--- config.mk ---
export PLATFORM = sky130hd
export DESIGN_NAME = tt_um_colorflyx_sum_uart_tx
export DESIGN_NICKNAME = d
export VERILOG_FILES = /design/src/rtl/tt_colorflyx_uart_pkg.sv /design/src/rtl/colorflyx_sync_edge.sv /design/src/rtl/tt_um_colorflyx_sum_uart_tx.sv
export SDC_FILE = /design/constraint.sdc
export NUM_CORES = 1
export LEC_CHECK = 0
export CAP_MARGIN = 20
export CELL_PAD_IN_SITES_DETAIL_PLACEMENT = 2
export CELL_PAD_IN_SITES_GLOBAL_PLACEMENT = 2
export CORE_ASPECT_RATIO = 0.75
export CORE_MARGIN = 8
export CORE_UTILIZATION = 32
export DETAILED_ROUTE_END_ITERATION = 10
export PLACE_DENSITY = 0.85
export SLEW_MARGIN = 25
export SYNTH_ARGS = -nofsm -noshare
export SYNTH_HDL_FRONTEND = slang
export SYNTH_HIERARCHICAL = 1
export SYNTH_SLANG_ARGS = --single-unit
export TNS_END_PERCENT = 5
--- constraint.sdc ---
create_clock -name clk -period 2.65 [get_ports clk]
set_input_delay 0.53 -clock clk [delete_from_list [all_inputs] [get_ports clk]]
set_output_delay 0.53 -clock clk [all_outputs]
set_load 0.02 [all_outputs]
--- src/rtl/tt_colorflyx_uart_pkg.sv ---
// Shared types and constants for the colorflyx checksum UART transmitter.
package tt_colorflyx_uart_pkg;

    typedef enum logic [2:0] {
        IDLE   = 3'd0,
        START  = 3'd1,
        DATA   = 3'd2,
        PARITY = 3'd3,
        STOP   = 3'd4
    } state_e;

    localparam int unsigned DATA_BITS   = 8;
    localparam int unsigned BIT_IDX_W   = $clog2(DATA_BITS);
    localparam logic [7:0]  UIO_OE_MASK = 8'b0000_1110;

    localparam int unsigned START_BIT = 0;
    localparam int unsigned TX_BIT    = 1;
    localparam int unsigned BUSY_BIT  = 2;
    localparam int unsigned DONE_BIT  = 3;

endpackage

--- src/rtl/colorflyx_sync_edge.sv ---
// Two-flop synchroniser for an asynchronous strobe followed by a registered
// one-cycle rising-edge pulse.
module colorflyx_sync_edge (
    input  logic clk,
    input  logic rst_n,
    input  logic async_i,
    output logic rise_o
);

    logic meta_q;
    logic sync_q;
    logic prev_q;
    logic rise_q;

    always_ff @(posedge clk or negedge rst_n) begin
        if (!rst_n) begin
            meta_q <= 1'b0;
            sync_q <= 1'b0;
            prev_q <= 1'b0;
            rise_q <= 1'b0;
        end else begin
            meta_q <= async_i;
            sync_q <= meta_q;
            prev_q <= sync_q;
            rise_q <= sync_q & ~prev_q;
        end
    end

    assign rise_o = rise_q;

endmodule

--- src/rtl/tt_um_colorflyx_sum_uart_tx.sv ---
// TinyTapeout UART 8N1 transmitter with a running modulo-256 checksum on uo_out.
// Define COLORFLYX_UART_PARITY_EN to insert an even-parity bit (8E1 frame).
module tt_um_colorflyx_sum_uart_tx
    import tt_colorflyx_uart_pkg::*;
#(
    parameter int unsigned CLKS_PER_BIT = 434
) (
    input  logic [7:0] ui_in,
    output logic [7:0] uo_out,
    input  logic [7:0] uio_in,
    output logic [7:0] uio_out,
    output logic [7:0] uio_oe,
    input  logic       ena,
    input  logic       clk,
    input  logic       rst_n
);

    localparam int unsigned CNT_W = (CLKS_PER_BIT > 1) ? $clog2(CLKS_PER_BIT) : 1;
    localparam logic [CNT_W-1:0]     CNT_LOAD = CNT_W'(CLKS_PER_BIT - 1);
    localparam logic [BIT_IDX_W-1:0] LAST_BIT = BIT_IDX_W'(DATA_BITS - 1);

    state_e                 state_q, state_d;
    logic [CNT_W-1:0]       cnt_q, cnt_d;
    logic [BIT_IDX_W-1:0]   bit_idx_q, bit_idx_d;
    logic [7:0]             data_q, data_d;
    logic [7:0]             checksum_q, checksum_d;
    logic                   tx_q, tx_d;
    logic                   busy_q, busy_d;
    logic                   done_q, done_d;
    logic                   launch;
    logic                   baud_done;

    colorflyx_sync_edge u_start_sync (
        .clk     (clk),
        .rst_n   (rst_n),
        .async_i (uio_in[START_BIT]),
        .rise_o  (launch)
    );

    always_ff @(posedge clk or negedge rst_n) begin
        if (!rst_n) begin
            state_q    <= IDLE;
            cnt_q      <= '0;
            bit_idx_q  <= '0;
            data_q     <= '0;
            checksum_q <= '0;
            tx_q       <= 1'b1;
            busy_q     <= 1'b0;
            done_q     <= 1'b0;
        end else begin
            state_q    <= state_d;
            cnt_q      <= cnt_d;
            bit_idx_q  <= bit_idx_d;
            data_q     <= data_d;
            checksum_q <= checksum_d;
            tx_q       <= tx_d;
            busy_q     <= busy_d;
            done_q     <= done_d;
        end
    end

    // Next-state: tx_d is the level for the bit being entered, so tx is registered.
    always_comb begin
        state_d    = state_q;
        cnt_d      = cnt_q;
        bit_idx_d  = bit_idx_q;
        data_d     = data_q;
        checksum_d = checksum_q;
        tx_d       = tx_q;
        busy_d     = busy_q;
        done_d     = 1'b0;
        baud_done  = (cnt_q == '0);

        case (state_q)
            IDLE: begin
                if (launch) begin
                    state_d    = START;
                    cnt_d      = CNT_LOAD;
                    bit_idx_d  = '0;
                    data_d     = ui_in;
                    checksum_d = checksum_q + ui_in;
                    busy_d     = 1'b1;
                    tx_d       = 1'b0;
                end
            end
            START: begin
                if (baud_done) begin
                    state_d = DATA;
                    cnt_d   = CNT_LOAD;
                    tx_d    = data_q[0];
                end else begin
                    cnt_d = cnt_q - CNT_W'(1);
                end
            end
            DATA: begin
                if (baud_done) begin
                    cnt_d = CNT_LOAD;
                    if (bit_idx_q == LAST_BIT) begin
`ifdef COLORFLYX_UART_PARITY_EN
                        state_d = PARITY;
                        tx_d    = ^data_q;
`else
                        state_d = STOP;
                        tx_d    = 1'b1;
`endif
                    end else begin
                        bit_idx_d = bit_idx_q + BIT_IDX_W'(1);
                        tx_d      = data_q[bit_idx_d];
                    end
                end else begin
                    cnt_d = cnt_q - CNT_W'(1);
                end
            end
`ifdef COLORFLYX_UART_PARITY_EN
            PARITY: begin
                if (baud_done) begin
                    state_d = STOP;
                    cnt_d   = CNT_LOAD;
                    tx_d    = 1'b1;
                end else begin
                    cnt_d = cnt_q - CNT_W'(1);
                end
            end
`endif
            STOP: begin
                if (baud_done) begin
                    state_d = IDLE;
                    busy_d  = 1'b0;
                    done_d  = 1'b1;
                    tx_d    = 1'b1;
                end else begin
                    cnt_d = cnt_q - CNT_W'(1);
                end
            end
            default: begin
                state_d = IDLE;
                busy_d  = 1'b0;
                tx_d    = 1'b1;
            end
        endcase
    end

    always_comb begin
        uio_out           = '0;
        uio_out[TX_BIT]   = tx_q;
        uio_out[BUSY_BIT] = busy_q;
        uio_out[DONE_BIT] = done_q;
    end

    assign uo_out = checksum_q;
    assign uio_oe = UIO_OE_MASK;

    logic unused_inputs;
    assign unused_inputs = &{1'b0, ena, uio_in[7:1]};

endmodule

==> results of run 1 <==
-- sequential cells by signal, indices dropped and copies added (netlist names) --
register	flops
u_start_sync/prev_q	1
state_q	3
busy_q	1
data_q	8
u_start_sync/rise_o	1
tx_q	1
bit_idx_q	3
uo_out	8
u_start_sync/meta_q	1
u_start_sync/sync_q	1
cnt_q	9
done_q	1
-- metal layers --
metal	global-route usage (%)	vias up	share of wire, %
met4	4.76	0	1.5
met2	20.0	24	47
met5	0	-	0
met3	2.82	6	3.2
li1	-	812	-
met1	14.2	851	48
-- cell families after synthesis --
kind of cell               synth area share (%)
and+or+nand+nor                            23.2
buffers and inverters                      7.76
muxes                                      3.91
adders and majority gates                  7.02
AOI/OAI and AO/OA                          10.4
DFF                                        43.1
other                                     0.340
xor gates and xnor gates                   4.36
-- final timing paths --
| path | startpoint | to | slack (ns) | depth (start not counted) |
|---|---|---|---|---|
| max in group asynchronous | rst_n | state_q[2] | 1.75 | 1 |
| worst min register to register | u_start_sync/meta_q | u_start_sync/sync_q | 0.35 | 0 |
| min in group clk | u_start_sync/meta_q | u_start_sync/sync_q | 0.35 | 0 |
| worst min-delay path | rst_n | uo_out[3] | 0.35 | 1 |
| worst max-delay path | ui_in[0] | uo_out[6] | 0.31 | 8 |
| worst max register to register | cnt_q[0] | bit_idx_q[0] | 0.42 | 7 |
-- power by group through the flow --
stage                     registers (mW)  logic [mW]  clock network, mW
after CTS                          0.847       0.659              0.399
after global placement             0.843       0.622                  0
final                              0.842       0.650              0.384
after detailed placement           0.856       0.652                  0
after floorplan                    0.862       0.422                  0
after global routing               0.863       0.735              0.417
-- synthesized netlist by cell type (all sizes together) (6+ instances only) --
master,number
a21oi,9
nand2,47
nor2,17
nand3,6
xor2,6
dfrtp,37
ha,10
inv,6
buf,18
o21ai,10
-- metrics by stage --
| step | area (um2) | power (mW) | setup WS, ns | cells |
|---|---|---|---|---|
| after floorplan | 2250 | 1.28 | 0.692 | 245 |
| after global placement | 2430 | 1.47 | 0.0707 | 329 |
| after detailed placement | 2430 | 1.51 | 0.00545 | 329 |
| after CTS | 2510 | 1.91 | 0.312 | 336 |
| after global routing | 2510 | 2.02 | 0.206 | 336 |
| final | 2510 | 1.88 | 0.311 | 336 |
-- final cells by class --
class / instances / area (um2) / share of cell area, %
Clock inverter: 2 / 10.0 / 0.399
Clock buffer: 5 / 68.8 / 2.75
Multi-Input combinational cell: 178 / 1130 / 45.0
Timing Repair Buffer: 23 / 220 / 8.79
Inverter: 6 / 22.5 / 0.899
Tap cell: 84 / 105 / 4.19
Sequential cell: 38 / 952 / 38.0
==> summary.md, run 1 <==
| Metric | Value |
|---|---|
| All-Layer GR Usage | 11.7% |
| Slew at the pin closest to its max-slew limit | 0.878 ns |
| Avg Vias per Cell | 5.04 |
| Number of port buffers | 21 |
| Gate count of the mapped netlist | 234 |
| Worst-path fanout max | 2 |
| Result of the run | finished, final reports clean |
| Critical Path AT | 2.57 ns |
| Global-route wire length before repair | 9.43 mm |
| First-pass iteration count of the detailed router | 4 |
| Fraction of power consumed by combinational cells | 34.7% |
| CP dominant cell by count | a21o_1 |
| Routed len/inst | 15.8 um |
| Area contributors post-synth | dfrtp_1 (42%), nand2_1 (8.0%), ha_1 (5.7%) |
| Number of nets still failing antenna checks after routing | 0 |
| Boundary pin count | 43 |
| Async S/R FF share, synth | 100% |
| Gr ovfl total | 0 |
| Crit path required time | 2.88 ns |
| Top flip-flop cell by instance count after synthesis | dfrtp_1 |
| Crit path kind | in2reg |
| Core utilization of the finished layout | 37.2% |
| Unrepaired setup endpoints after global routing | no |
| Final count of pins violating max slew | 0 |
| Via count | 1693 |
| Total clock sinks | 38 |
| Internal power | 1.19 mW |
| Commonest cells after routing, fill and taps aside | nand2_1 (47), dfrtp_1 (37), clkdlybuf4s50_1 (20) |
| Starting utilization of the core area | 32.8% |
| Die height | 88.0 um |
| Post-Syn Area | 0.00221 mm2 |
| Via count of the first global-routing pass | 1975 |
| Clock Root Buffer | clkbuf_8 |
| Fillers | 735 |
| Diode count | 0 |
| Initial antenna violation count | 0 |
| Number of different library cells in the post-synthesis netlist | 47 |
| Achievable frequency | 428 MHz |
| Setup Total Neg Slack | 0 ns |
| Most common cell after layout, fill and taps aside | nand2_1 |
| Count of hold buffers inserted by post-cts repair | 0 |
| Number of H-tree branching levels | 2 |
| Final Hold Violating Endpoints | 0 |
| Detailed placer's ending HPWL | 3.99 mm |
| Path type of the worst min-delay path | in2async |
| Switching component of the power | 0.684 mW |
| Maximum VDD drop | 0.269 mV |
| Leakage component of the power | 1.15 nW |
| Core area | 0.00673 mm2 |
| CP cell instances | clkdlybuf4s50_1, ha_1, fa_1, a21o_1, a21o_1, a21oi_1, or4b_2, nand3_1 |
| Final setup fails | 0 |
| Final period demand of the worst path | 2.34 ns |
| Yosys warns | 6 |
| TritonCTS clock tree | yes |
| Chip width | 112 um |
| Number of nets in the finished design | 282 |
| # Post-CTS Setup Buffers | 0 |
| Number of buffers between clock root and the deepest sink | 2 |
| Post-CTS clock slew at the launch and capture registers of the worst setup and hold paths | 0.07 ns |
| Top-area cell type share of the netlist area | 41.9% |
| Post-cts sizing count | 0 |
| Die Footprint | 0.00985 mm2 |
| Sequential cell area fraction in the yosys report | 43.1% |
| Number of placement rows | 26 |
| Area Growth Syn to Fin | 13.4% |
| Critical Path Max Stage Delay | 0.64 ns |
| Setup crit start kind | input port |
| Top cell type by total area after synthesis | dfrtp_1 |
| Max-slew headroom | 41.4% |
| Maximum number of pins on one net before global-route repair | 39 |
| Worst hold slack | 0.353 ns |
| Number of DRC markers in iteration 0 | 36 |
| Max-capacitance violation count | 0 |
| Critical path endpoint category | register |
| Top cell family by delay on the critical path | simple AND/OR/NAND/NOR gates |
| Clock group share of total power | 20.5% |
| Post-detailed-route DRC marker count | 0 |
| Skew final | 0.00582 ns |
| Latest clock arrival within the worst-skew pair | 0.29 ns |
| Buf+Inv Stages, Crit Path | 1 |
| Global placement routability congestion | 0.755 |
| CP max-delay cell | or4b_2 |
| TritonCTS Buffers | 5 |
| Share of total power consumed by net switching | 36.4% |
| Final Cycle Share | 88.3% |
| Synthesized area per cell | 9.44 um2 |
| Layout cells sized above 1 | 9.13% |
| Post-synth EDFFs | 0 |
| Power density over the cells | 749 mW/mm2 |
| Sequential fraction of design power | 44.9% |
| Final Routed Wirelength | 5.32 mm |
| Number of synthesized register bits | 38 |
(Power assumes the default switching activity.)
==> inputs of run 2 (changes only) <==
CORE_UTILIZATION = 30   (was 32)
PLACE_DENSITY = 0.81   (was 0.85)
TNS_END_PERCENT = default   (was 5)
==> run 2 against run 1 <==
  * Core utilization down 1.9 points
  * Critical path type unchanged
  * Clock skew grew 0.0042 ns
  * Count of clock-buffer cells in the layout up 1
  * Critical path depth is the same
  * Design area increased by 1.8%
  * Worst hold slack got worse by 0.0078 ns
  * Largest cell class unchanged
  * Die area grew 5.6%
  * Maximum frequency decreased by 2.1%
==> summary.md, run 2 (same netlist as run 1, synthesis figures left out) <==
| Metric | Value |
|---|---|
| Number of nets still failing antenna checks after routing | 0 (unchanged) |
| Starting utilization of the core area | 30.6% (-2.2 points) |
| Maximum number of pins on one net before global-route repair | 39 (unchanged) |
| Final Routed Wirelength | 5.82 mm (+9.5%) |
| Leakage component of the power | 1.16 nW (+0.72%) |
| Layout cells sized above 1 | 9.84% (+0.72 points) |
| Routed len/inst | 16.4 um (+3.7%) |
| Max-capacitance violation count | 0 (unchanged) |
| Crit path kind | in2reg |
| Via count | 1728 (+2.1%) |
| Boundary pin count | 43 (unchanged) |
| Commonest cells after routing, fill and taps aside | nand2_1 (47), dfrtp_1 (37), clkdlybuf4s50_1 (20) |
| Final Hold Violating Endpoints | 0 (unchanged) |
| Post-detailed-route DRC marker count | 0 (unchanged) |
| Clock Root Buffer | clkbuf_8 |
| Final period demand of the worst path | 2.39 ns (+0.0494 ns) |
| Number of port buffers | 21 (unchanged) |
| Global placement routability congestion | 0.747 (-1.1%) |
| Gr ovfl total | 0 (unchanged) |
| Chip width | 115 um (+2.8%) |
| Number of nets in the finished design | 283 (+0.35%) |
| Core utilization of the finished layout | 35.3% (-1.9 points) |
| Max-slew headroom | 40.4% (-1.0 points) |
| Result of the run | finished, final reports clean |
| Final Cycle Share | 90.1% (+1.9 points) |
| First-pass iteration count of the detailed router | 4 (unchanged) |
| Detailed placer's ending HPWL | 4.39 mm (+10%) |
| Worst-path fanout max | 2 (unchanged) |
| Skew final | 0.0100 ns (+0.00422 ns) |
| Slew at the pin closest to its max-slew limit | 0.894 ns (+0.0154 ns) |
| Crit path required time | 2.89 ns (about the same) |
| Unrepaired setup endpoints after global routing | no |
| Avg Vias per Cell | 4.87 (-3.4%) |
| Path type of the worst min-delay path | in2async |
| Total clock sinks | 38 (unchanged) |
| Power after layout | 1.95 mW (+4.1%) |
| Final count of pins violating max slew | 0 (unchanged) |
| Die Footprint | 0.0104 mm2 (+5.6%) |
| Die height | 90.3 um (+2.7%) |
| # Post-CTS Setup Buffers | 0 (unchanged) |
| Achievable frequency | 419 MHz (-2.1%) |
| Most common cell after layout, fill and taps aside | nand2_1 |
| Critical Path AT | 2.63 ns (+0.06 ns) |
| TritonCTS clock tree | yes |
| Setup Total Neg Slack | 0 ns (unchanged) |
| Register containing the most flip-flops in the final layout | cnt_q |
| Number of placement rows | 27 (+3.8%) |
| Diode count | 0 (unchanged) |
| Initial antenna violation count | 0 (unchanged) |
| All-Layer GR Usage | 12.2% (+0.47 points) |
| Maximum VDD drop | 0.272 mV (+1.2%) |
| Area Growth Syn to Fin | 15.5% |
| Latest clock arrival within the worst-skew pair | 0.30 ns (about the same) |
| Core area | 0.00723 mm2 (+7.4%) |
| Post-CTS clock slew at the launch and capture registers of the worst setup and hold paths | 0.08 ns (about the same) |
| Number of DRC markers in iteration 0 | 60 (+67%) |
| Number of flip-flops in the largest register | 9 (unchanged) |
| Via count of the first global-routing pass | 1973 (-0.10%) |
| Number of H-tree branching levels | 2 (unchanged) |
| Worst hold slack | 0.345 ns (-0.00775 ns) |
| TritonCTS Buffers | 5 (unchanged) |
| Final setup fails | 0 (unchanged) |
| Count of hold buffers inserted by post-cts repair | 0 (unchanged) |
| Number of buffers between clock root and the deepest sink | 2 (unchanged) |
| Setup crit start kind | input port |
| Critical path endpoint category | register |
| Post-cts sizing count | 0 (unchanged) |
| Global-route wire length before repair | 10.0 mm (+6.2%) |
| Power density over the cells | 766 mW/mm2 (+2.3%) |
[run 2: area by class of cell]
class / count / area (um2)
fill: 836 / 4680
multi-input combinational: 178 / 1130
sequential: 38 / 952
timing repair buffer: 24 / 228
tap: 101 / 126
clock buffer: 6 / 82.6
inverter: 6 / 22.5
clock inverter: 2 / 12.5
[run 2: where the power goes]
group	switching, mW	internal [mW]	leakage [nW]	total (mW)
combinational	0.371	0.303	0.659	0.674
sequential	0.131	0.718	0.452	0.849
clock	0.220	0.209	0.0472	0.430
total	0.722	1.23	1.16	1.95
[run 2: metal layers]
layer / GRT usage, % / up-vias / share of wire [%]
met1: 15.1 / 884 / 48
met4: 4.91 / 0 / 1.5
met2: 20.1 / 27 / 48
li1: - / 812 / -
met3: 2.67 / 5 / 2.5
met5: 0 / - / 0
[run 2: final timing paths]
| path | startpoint | to | slack (ns) | cells after the start |
|---|---|---|---|---|
| max reg2reg | cnt_q[0] | bit_idx_q[0] | 0.39 | 7 |
| max in group asynchronous | rst_n | busy_q | 1.73 | 1 |
| max | ui_in[0] | uo_out[6] | 0.26 | 8 |
| min reg2reg | u_start_sync/meta_q | u_start_sync/sync_q | 0.37 | 0 |
| min | rst_n | uo_out[3] | 0.34 | 1 |
| min in group clk | u_start_sync/meta_q | u_start_sync/sync_q | 0.37 | 0 |
[run 2: metrics by stage]
stage | instances | instance area, um2 | worst slack [ns]
2_1_floorplan | 245 | 2250 | 0.692
3_3_place_gp | 347 | 2460 | 0.0666
3_5_place_dp | 347 | 2460 | -0.0551
4_1_cts | 355 | 2550 | 0.261
5_1_grt | 355 | 2550 | 0.203
6_report | 355 | 2550 | 0.261
[run 2: worst max-delay path, stage by stage]
cell             delay [ns]
clkdlybuf4s50_1        0.50
ha_1                   0.23
fa_1                   0.25
a21o_1                 0.13
a21o_1                 0.14
a21oi_1                0.10
or4b_2                 0.65
nand3_1                0.09
